$ cat config.mk
export PLATFORM = sky130hd
export DESIGN_NAME = div_32_iter
export DESIGN_NICKNAME = d
export VERILOG_FILES = /design/src/rtl/div_pkg.sv /design/src/rtl/subtract_32.sv /design/src/rtl/div_32_iter.sv
export SDC_FILE = /design/constraint.sdc
export NUM_CORES = 1
export LEC_CHECK = 0
export CORE_ASPECT_RATIO = 2
export CORE_MARGIN = 2
export CORE_UTILIZATION = 35
export CTS_CLUSTER_DIAMETER = 200
export DETAILED_ROUTE_END_ITERATION = 7
export GPL_ROUTABILITY_DRIVEN = 0
export PLACE_DENSITY = 0.54
export SETUP_SLACK_MARGIN = 0.5
export SYNTH_ARGS = -nofsm -noshare
export SYNTH_HDL_FRONTEND = slang
export SYNTH_SLANG_ARGS = --single-unit
$ cat constraint.sdc
create_clock -name clock -period 5.05 [get_ports clock]
set_input_delay 0.505 -clock clock [delete_from_list [all_inputs] [get_ports clock]]
set_output_delay 0.505 -clock clock [all_outputs]
set_load 0.01 [all_outputs]
$ cat src/rtl/div_pkg.sv
// Shared definitions for the iterative 32-bit divider: FSM encoding,
// iteration constants and a two's-complement negate helper.
package div_pkg;

  typedef enum logic [1:0] {
    IDLE = 2'd0,
    RUN  = 2'd1,
    DONE = 2'd2
  } div_state_e;

  localparam int DIV_ITER  = 32;
  localparam int DIV_CNT_W = 6;

  // Two's-complement negation; also yields the magnitude of a negative value.
  function automatic logic [31:0] neg32(input logic [31:0] v);
    return (~v) + 32'd1;
  endfunction

endpackage

$ cat src/rtl/subtract_32.sv
// Plain 32-bit subtractor used for the divider's trial subtraction.
module subtract_32 (
  input  logic [31:0] A,
  input  logic [31:0] B,
  output logic [31:0] out
);

  assign out = A - B;

endmodule

$ cat src/rtl/div_32_iter.sv
// Multi-cycle 32-bit restoring divider (one trial subtraction per clock).
// Optional feature: define DIV_SIGNED_EN for two's-complement operands;
// without it the divider is purely unsigned and carries no sign logic.
module div_32_iter
  import div_pkg::*;
#(
  parameter int WIDTH = 32,
  parameter int CNT_W = DIV_CNT_W
) (
  input  logic             clock,
  input  logic             reset_n,
  input  logic             ctrl_div,
  input  logic [WIDTH-1:0] data_a,
  input  logic [WIDTH-1:0] data_b,
  output logic             busy,
  output logic [WIDTH-1:0] data_result,
  output logic [WIDTH-1:0] data_remainder,
  output logic             data_result_rdy,
  output logic             data_exception
);

  div_state_e       state_q;
  logic [CNT_W-1:0] cnt_q;
  logic [WIDTH-1:0] rem_q;
  logic [WIDTH-1:0] quo_q;
  logic [WIDTH-1:0] dvs_q;
  logic             div0_q;
  logic             busy_q;
  logic             rdy_q;
  logic             exc_q;
  logic [WIDTH-1:0] result_q;
  logic [WIDTH-1:0] remainder_q;
`ifdef DIV_SIGNED_EN
  logic             qneg_q;
  logic             rneg_q;
`endif

  logic [WIDTH-1:0] shifted_s;
  logic [WIDTH-1:0] diff_s;
  logic             borrow_s;
  logic [WIDTH-1:0] rem_d;
  logic [WIDTH-1:0] quo_d;
  logic [WIDTH-1:0] a_mag_s;
  logic [WIDTH-1:0] b_mag_s;
  logic [WIDTH-1:0] res_out_s;
  logic [WIDTH-1:0] rem_out_s;

  // Trial subtraction of the divisor from the shifted partial remainder.
  subtract_32 u_sub (
    .A   (shifted_s),
    .B   (dvs_q),
    .out (diff_s)
  );

  // Restoring step: keep the difference unless the subtraction borrowed.
  always_comb begin
    shifted_s = {rem_q[WIDTH-2:0], quo_q[WIDTH-1]};
    // Unsigned borrow from operand MSBs and the difference MSB.
    borrow_s  = (~shifted_s[WIDTH-1] & dvs_q[WIDTH-1]) |
                (~(shifted_s[WIDTH-1] ^ dvs_q[WIDTH-1]) & diff_s[WIDTH-1]);
    rem_d     = diff_s;
    quo_d     = {quo_q[WIDTH-2:0], 1'b1};
    if (borrow_s) begin
      rem_d = shifted_s;
      quo_d = {quo_q[WIDTH-2:0], 1'b0};
    end else begin
      rem_d = diff_s;
      quo_d = {quo_q[WIDTH-2:0], 1'b1};
    end
  end

  // Operand magnitudes at load and sign fix-up of the final results.
  always_comb begin
    a_mag_s   = data_a;
    b_mag_s   = data_b;
    res_out_s = quo_q;
    rem_out_s = rem_q;
`ifdef DIV_SIGNED_EN
    if (data_a[WIDTH-1]) begin
      a_mag_s = neg32(data_a);
    end else begin
      a_mag_s = data_a;
    end
    if (data_b[WIDTH-1]) begin
      b_mag_s = neg32(data_b);
    end else begin
      b_mag_s = data_b;
    end
    if (qneg_q) begin
      res_out_s = neg32(quo_q);
    end else begin
      res_out_s = quo_q;
    end
    if (rneg_q) begin
      rem_out_s = neg32(rem_q);
    end else begin
      rem_out_s = rem_q;
    end
`endif
  end

  // Control FSM, iteration datapath and registered outputs.
  always_ff @(posedge clock) begin
    if (!reset_n) begin
      state_q     <= IDLE;
      cnt_q       <= {CNT_W{1'b0}};
      rem_q       <= {WIDTH{1'b0}};
      quo_q       <= {WIDTH{1'b0}};
      dvs_q       <= {WIDTH{1'b0}};
      div0_q      <= 1'b0;
      busy_q      <= 1'b0;
      rdy_q       <= 1'b0;
      exc_q       <= 1'b0;
      result_q    <= {WIDTH{1'b0}};
      remainder_q <= {WIDTH{1'b0}};
`ifdef DIV_SIGNED_EN
      qneg_q      <= 1'b0;
      rneg_q      <= 1'b0;
`endif
    end else begin
      case (state_q)
        IDLE: begin
          rdy_q <= 1'b0;
          if (ctrl_div) begin
            exc_q <= 1'b0;
            cnt_q <= {CNT_W{1'b0}};
            if (data_b == {WIDTH{1'b0}}) begin
              // Divide by zero: skip the iterations, report dividend as remainder.
              state_q <= DONE;
              div0_q  <= 1'b1;
              quo_q   <= {WIDTH{1'b0}};
              rem_q   <= data_a;
`ifdef DIV_SIGNED_EN
              qneg_q  <= 1'b0;
              rneg_q  <= 1'b0;
`endif
            end else begin
              state_q <= RUN;
              busy_q  <= 1'b1;
              div0_q  <= 1'b0;
              quo_q   <= a_mag_s;
              rem_q   <= {WIDTH{1'b0}};
              dvs_q   <= b_mag_s;
`ifdef DIV_SIGNED_EN
              qneg_q  <= data_a[WIDTH-1] ^ data_b[WIDTH-1];
              rneg_q  <= data_a[WIDTH-1];
`endif
            end
          end else begin
            state_q <= IDLE;
          end
        end
        RUN: begin
          rem_q <= rem_d;
          quo_q <= quo_d;
          cnt_q <= cnt_q + {{(CNT_W-1){1'b0}}, 1'b1};
          if (cnt_q == CNT_W'(DIV_ITER - 1)) begin
            state_q <= DONE;
            busy_q  <= 1'b0;
          end else begin
            state_q <= RUN;
          end
        end
        DONE: begin
          rdy_q       <= 1'b1;
          result_q    <= res_out_s;
          remainder_q <= rem_out_s;
          exc_q       <= div0_q;
          state_q     <= IDLE;
        end
        default: begin
          state_q <= IDLE;
          busy_q  <= 1'b0;
          rdy_q   <= 1'b0;
        end
      endcase
    end
  end

  assign busy            = busy_q;
  assign data_result     = result_q;
  assign data_remainder  = remainder_q;
  assign data_result_rdy = rdy_q;
  assign data_exception  = exc_q;

endmodule

==> impl_metrics.toml, run 1 <==
[placed_design]
dp.cells = 1558
io_buffers = 133
place_ws_ns = 0.795
dpl.hpwl_um = 22500

[yosys]
yosys_warnings = 0
ys_seq_elements = 172
ys_seq_area_share_pct = 38.8
synth_cells = 1153
syn_nets = 1254
synth_area_sq_mm = 0.00886
async_reset_ff_share_pct = 0
yosysUniqueCellTypes = 68
avgSynthCellArea_sq_um = 7.69
ys.flop_type = "dfxtp_1"
synth_edf_count = 0

[power]
switching_power_mw = 1.28
clock_power_share_pct = 33.3
combPwrFrac_pct = 27.1
pwr-share-seq_pct = 39.6
p_total_mw = 3.82
p_leak_nw = 4.02
internal-power_mw = 2.55
ir_drop_mv = 0.202
powerDensity_mw_per_mm2 = 347
p_sw_share_pct = 33.3

[clock_network]
htreeDepth = 4
cts_resized = 0
cts_made_buffers = 17
post_cts_buffers = 0
clk_path_buf_depth = 2
root_buffer = "clkbuf_16"
cts_sinks = 172
cts_tree = "built"
path_clk_slew_ns = 0.07
clk_latency_ns = 0.45
postCtsHoldBufs = 0

[sta]
skew_ns = 0.0121
rsz0062_at_grt = "false"
slew_violations = 0
hold_viol_final = 0
setup-violations-final = 0
finalWorstSetupSlack_ns = 0.931
fmax_ghz = 0.243
period_minus_slack_ns = 4.12
period_share_pct = 81.6
relSlewSlack_pct = 33.2
worst_pin_slew_ns = 1.00
tns_ns = 0

[cells_and_area]
final_util_pct = 44.2
antenna-diode-count = 0
drive_above_1_share_pct = 5.98
final_cell_count_no_fill = 1590
fill_cells = 2566
area_growth_pct = 24.2
nets = 1342

[worst_setup_path]
arrival_ns = 4.47
crit_family = "compound AO/OA/AOI/OAI gates"
worst_path_largest_cell_delay_ns = 0.48
cp_data_required_time_ns = 5.40
path_class = "reg -> reg"
cp_slowest_cell = "fa_2"
cp_num_buf_inv = 2
crit_path_end_kind = "flop"
crit_path_max_fanout = 18
critical_path.startpoint_type = "flop"
crit_path_cell_trace = "ha_1 -> a21oi_1 -> o21ai_1 -> a31o_1 -> or3b_1 -> o2111ai_2 -> a21boi_1 -> o21ai_0 -> nand2b_1 -> fa_2 -> inv_1 -> nor2_1 -> buf_4 -> nand4_1 -> o211ai_1 -> o221a_2"

[route]
wl_per_cell_um = 18.9
wl_um = 30000
drc = 0
drt-initial-drc-count = 350
drtPass1Iterations = 5
drtAntennaViolNets = 0
vias = 8578
via_per_inst = 5.39

[floorplan]
coreArea_sq_mm = 0.0249
die-area_sq_mm = 0.0267
fp.dieW_um = 117
start_util_pct = 35.6
rows = 82
die_y_um = 229
io_pins = 134

[grt]
grt_pass1_vias = 8710
grt_usage_pct = 23.3
antenna_found_initial = 0
grt_pass1_wl_um = 47000
grt_start_max_net_pins = 71
grt_overflow = 0

[outcome]
status = "finished, final reports clean"

[flow_run]
drv_cap = 0

[min_path]
holdCritPathClass = "reg -> reg"
## stage by stage
stage / hold slack, ns / instance area [sq um]
after floorplan: 0.441 / 8860
after global placement: 0.452 / 10500
after detailed placement: 0.458 / 10500
after CTS: 0.467 / 11000
after global routing: 0.484 / 11000
final: 0.461 / 11000
## logic make-up (layout without fill, tap and decap cells)
group	Yosys count	after routing	synth area share, %
compound gates	375	375	27.7
simple gates	422	422	20.0
mux	9	9	1.12
fa+ha+maj	34	34	4.97
flops	172	172	38.8
buf+inv	119	220	5.21
xor+xnor	22	22	2.17
## worst register-to-register path, stage by stage, from the launching register on
cell	delay (ns)
dfxtp_1	0.45
ha_1	0.40
a21oi_1	0.24
o21ai_1	0.10
a31o_1	0.22
or3b_1	0.40
o2111ai_2	0.19
a21boi_1	0.11
o21ai_0	0.16
nand2b_1	0.09
fa_2	0.48
inv_1	0.38
nor2_1	0.12
buf_4	0.23
nand4_1	0.11
o211ai_1	0.09
o221a_2	0.24
## layer usage
| metal | vias up | part of all wire (%) | track usage, % |
|---|---|---|---|
| met1 | 4085 | 37 | 24.0 |
| li1 | 4166 | - | - |
| met3 | 90 | 3.1 | 3.02 |
| met2 | 237 | 53 | 42.0 |
| met4 | 0 | 7.0 | 15.9 |
| met5 | - | 0 | 0 |
## final timing paths
path | to | slack (ns) | cells past startpoint | startpoint
setup / recovery | rem_out_s[26] | 0.93 | 16 | rem_out_s[21]
hold / removal | data_result[8] | 0.46 | 2 | data_result[8]
setup reg to reg | rem_out_s[26] | 0.93 | 16 | rem_out_s[21]
hold reg to reg | data_result[8] | 0.46 | 2 | data_result[8]
## cell usage after synthesis (3+ instances only)
library cell  count  area (sq um)
a21oi_1         109           546
nand3_1          13          65.1
o21bai_1          4          30.0
inv_1            40           150
o21ai_1           6          30.0
nand2b_1          5          31.3
dfxtp_1         172          3440
a21o_1           14           105
xor2_1            7          61.3
nor2_1          100           375
nor4_1            8          50.1
o21a_1            4          30.0
o211ai_1          8          60.1
o22ai_1           3          18.8
a31oi_1           5          31.3
nor2b_1           5          31.3
buf_1             5          18.8
nor3b_1           9          67.6
mux2_2            6          67.6
ha_1             32           400
a21boi_0         97           728
buf_2             6          30.0
nand4_1           9          56.3
and3_1            7          43.8
o21ai_0          67           335
a221oi_1         23           201
clkbuf_1         67           251
nor3_1            6          30.0
a221o_1           3          30.0
nand2_1         248           931
xnor2_1          15           131
## registers in the layout, summed over array words and instances, names as in the netlist
name,count
busy,1
cnt_q,6
data_exception,1
data_remainder,32
data_result,32
data_result_rdy,1
div0_q,1
dvs_q,32
quo_q,32
rem_out_s,32
state_q,2
## power groups by stage
stage / combinational, mW / clock [mW] / sequential [mW]
5_1_grt: 1.14 / 1.36 / 1.52
4_1_cts: 1.03 / 1.31 / 1.51
3_3_place_gp: 1.02 / 0 / 1.54
6_report: 1.03 / 1.27 / 1.52
2_1_floorplan: 0.727 / 0 / 1.50
3_5_place_dp: 1.02 / 0 / 1.54
## layout make-up
| class | instances | area [sq um] | area share (%) |
|---|---|---|---|
| multi-input cells | 862 | 5000 | 45.4 |
| inverters | 40 | 150 | 1.36 |
| clock inverters | 12 | 111 | 1.01 |
| flip-flops and latches | 172 | 3440 | 31.3 |
| clock buffers | 20 | 447 | 4.06 |
| well taps | 336 | 420 | 3.82 |
| repair buffers | 148 | 1440 | 13.1 |
## layout by cell type (no fill, tap or decap), types with 8 or more instances in the layout
cell	Yosys	layout
a221oi_1	23	23
nor3b_1	9	9
nand3_1	13	12
a21boi_0	97	97
clkdlybuf4s50_1	0	132
dfxtp_1	172	172
buf_4	0	16
a21o_1	14	14
ha_1	32	32
xnor2_1	15	15
o211ai_1	8	8
a21oi_1	109	109
o21ai_0	67	67
nand2_1	248	247
nor2_1	100	96
nand4_1	9	9
nor4_1	8	8
inv_1	40	40
clkbuf_16	0	17
No activity file was read; power rests on OpenSTA's default activity.
==> inputs of run 2 (changes only) <==
Settings changed: PLACE_DENSITY 0.54 to 0.56.
Clock period 5.05 ns to 3.7 ns, I/O delays scaled along.
==> impl_metrics.toml, run 2 (synthesis results as in run 1) <==
[outcome]
status = "finished, final reports clean"

[clock_network]
cts_tree = "built"
postCtsHoldBufs = 0
clk_latency_ns = 0.45
clk_path_buf_depth = 2
root_buffer = "clkbuf_16"
path_clk_slew_ns = 0.07
htreeDepth = 4
cts_made_buffers = 17
cts_sinks = 172

[worst_setup_path]
cp_slowest_cell = "fa_2"
path_class = "reg -> reg"
regToRegSetupSlack_ns = 0.08
worst_path_largest_cell_delay_ns = 0.46
crit_path_end_kind = "flop"
arrival_ns = 3.95
crit_path_cell_trace = "inv_2 -> ha_4 -> a21o_1 -> a211o_2 -> o211ai_1 -> buf_4 -> a21oi_2 -> buf_6 -> o2111ai_4 -> a21boi_2 -> o21ai_1 -> nand2b_1 -> fa_2 -> inv_4 -> buf_6 -> o31ai_1 -> a221o_1 -> o211ai_1 -> o21ai_1"
cp_num_cells = 19
cp-startpoint = "dvs_q[4]"
r2r-end = "rem_out_s[24]"
critical_path.startpoint_type = "flop"
r2r_cells = 19
r2r-start = "dvs_q[4]"
cp_data_required_time_ns = 4.03
crit_family = "compound AO/OA/AOI/OAI gates"
crit_path_end = "rem_out_s[24]"
cp_num_buf_inv = 5
crit_path_max_fanout = 7

[route]
vias = 8719
wl_met3_um = 1070
via_per_inst = 5.21
wl_um = 29100
drc = 0
drtAntennaViolNets = 0
wl_met2_um = 15200
drtPass1Iterations = 6
wl_per_cell_um = 17.4
wl_met1_um = 11500
maxUsedRoutingLayer = "met4"
drt-initial-drc-count = 463

[grt]
grt_pass1_wl_um = 45200
grt_pass1_vias = 8560
grt_overflow = 0
grt_start_max_net_pins = 86
grt_usage_pct = 21.8
antenna_found_initial = 2

[power]
combPwrFrac_pct = 33.9
pwr-share-seq_pct = 35.6
p_leak_nw = 4.56
powerDensity_mw_per_mm2 = 471
switching_power_mw = 1.85
p_total_mw = 5.77
internal-power_mw = 3.92
ir_drop_mv = 0.275
p_sw_share_pct = 32.1
clock_power_share_pct = 30.5

[cells_and_area]
fin_area_sq_mm = 0.0122
nets = 1425
most-common-layout-cells = "nand2_1, dfxtp_1, clkdlybuf4s50_1"
final_common_cell = "nand2_1"
fill_cells = 2479
area_growth_pct = 38.0
drive_above_1_share_pct = 17.4

[floorplan]
die-area_sq_mm = 0.0267
rows = 82
die_y_um = 229
fp.dieW_um = 117
start_util_pct = 35.6
io_pins = 134
coreArea_sq_mm = 0.0249

[sta]
relSlewSlack_pct = 45.1
holdWs_ns = 0.461
hold_viol_final = 0
setup-violations-final = 0
tns_ns = 0
slew_violations = 0
fmax_ghz = 0.277
finalWorstSetupSlack_ns = 0.0838
worst_pin_slew_ns = 0.824
skew_ns = 0.00739
period_share_pct = 97.7
rsz0062_at_grt = "true"
period_minus_slack_ns = 3.62

[flow_run]
drv_cap = 0

[placed_design]
place_ws_ns = -0.000658
place_area_sq_mm = 0.0109
dpl.hpwl_um = 21000
io_buffers = 133

[min_path]
holdCritPathClass = "reg -> reg"
-- run 2: changes by cell type in the layout (fill, tap and decap cells not counted), moves of 16 or more --
cell      before  now
ha_1          32   16
buf_4         16   77
a221oi_2       1   20
buf_6          0   19
a221oi_1      23    0
-- run 2: layer usage --
layer  up-vias  global-route usage, %
met5         -                      0
met4         0                   11.3
met3        67                   3.63
met2       253                   38.6
met1      4068                   24.4
li1       4331                      -
-- run 2: worst min path at each step --
stage                             startpoint                  to  slack (ns)  cells past startpoint
after floorplan                       div0_q      data_exception        0.44                      2
after global placement    data_remainder[30]  data_remainder[30]        0.45                      2
after detailed placement            dvs_q[1]            dvs_q[1]        0.46                      2
after CTS                           dvs_q[2]            dvs_q[2]        0.46                      2
after global routing          data_result[1]      data_result[1]        0.48                      2
final                        data_result[14]     data_result[14]        0.46                      2
-- run 2: cell type report --
| type | instances | area, sq um | area share, % |
|---|---|---|---|
| Multi-Input combinational cell | 862 | 5480 | 44.7 |
| Sequential cell | 172 | 3460 | 28.3 |
| Timing Repair Buffer | 231 | 2170 | 17.8 |
| Clock buffer | 23 | 458 | 3.74 |
| Tap cell | 336 | 420 | 3.44 |
| Inverter | 40 | 153 | 1.25 |
| Clock inverter | 7 | 92.6 | 0.757 |
| Antenna cell | 2 | 5.00 | 0.0409 |
-- run 2: repair_timing --
action                                  in CTS  in global routing
endpoints found under the setup margin      33                 33
pin swaps                                   27                 23
resized for setup                           54                 44
cloned                                       1                  0
setup buffers                               32                  6
-- run 2: power by group through the flow --
stage	logic [mW]	registers [mW]	clock network (mW)
2_1_floorplan	1.06	2.05	0
3_5_place_dp	1.51	2.08	0
4_1_cts	1.79	2.04	1.79
3_3_place_gp	1.50	2.08	0
6_report	1.96	2.05	1.76
5_1_grt	2.11	2.06	1.86
-- run 2: metrics by stage --
| step | utilization [%] | cells |
|---|---|---|
| floorplan | - | 1153 |
| global placement | 43.7 | 1602 |
| detailed placement | 43.7 | 1602 |
| CTS | 48.0 | 1665 |
| global route | 49.1 | 1673 |
| finish | 49.1 | 1673 |
-- run 2: worst register-to-register path, cell delays in order (launching register included) --
cell and delay [ns]:
dfxtp_2 0.33, inv_2 0.04, ha_4 0.23, a21o_1 0.17, a211o_2 0.27, o211ai_1 0.19
buf_4 0.17, a21oi_2 0.06, buf_6 0.14, o2111ai_4 0.21, a21boi_2 0.10, o21ai_1 0.18
nand2b_1 0.09, fa_2 0.46, inv_4 0.12, buf_6 0.13, o31ai_1 0.08, a221o_1 0.31
o211ai_1 0.11, o21ai_1 0.10
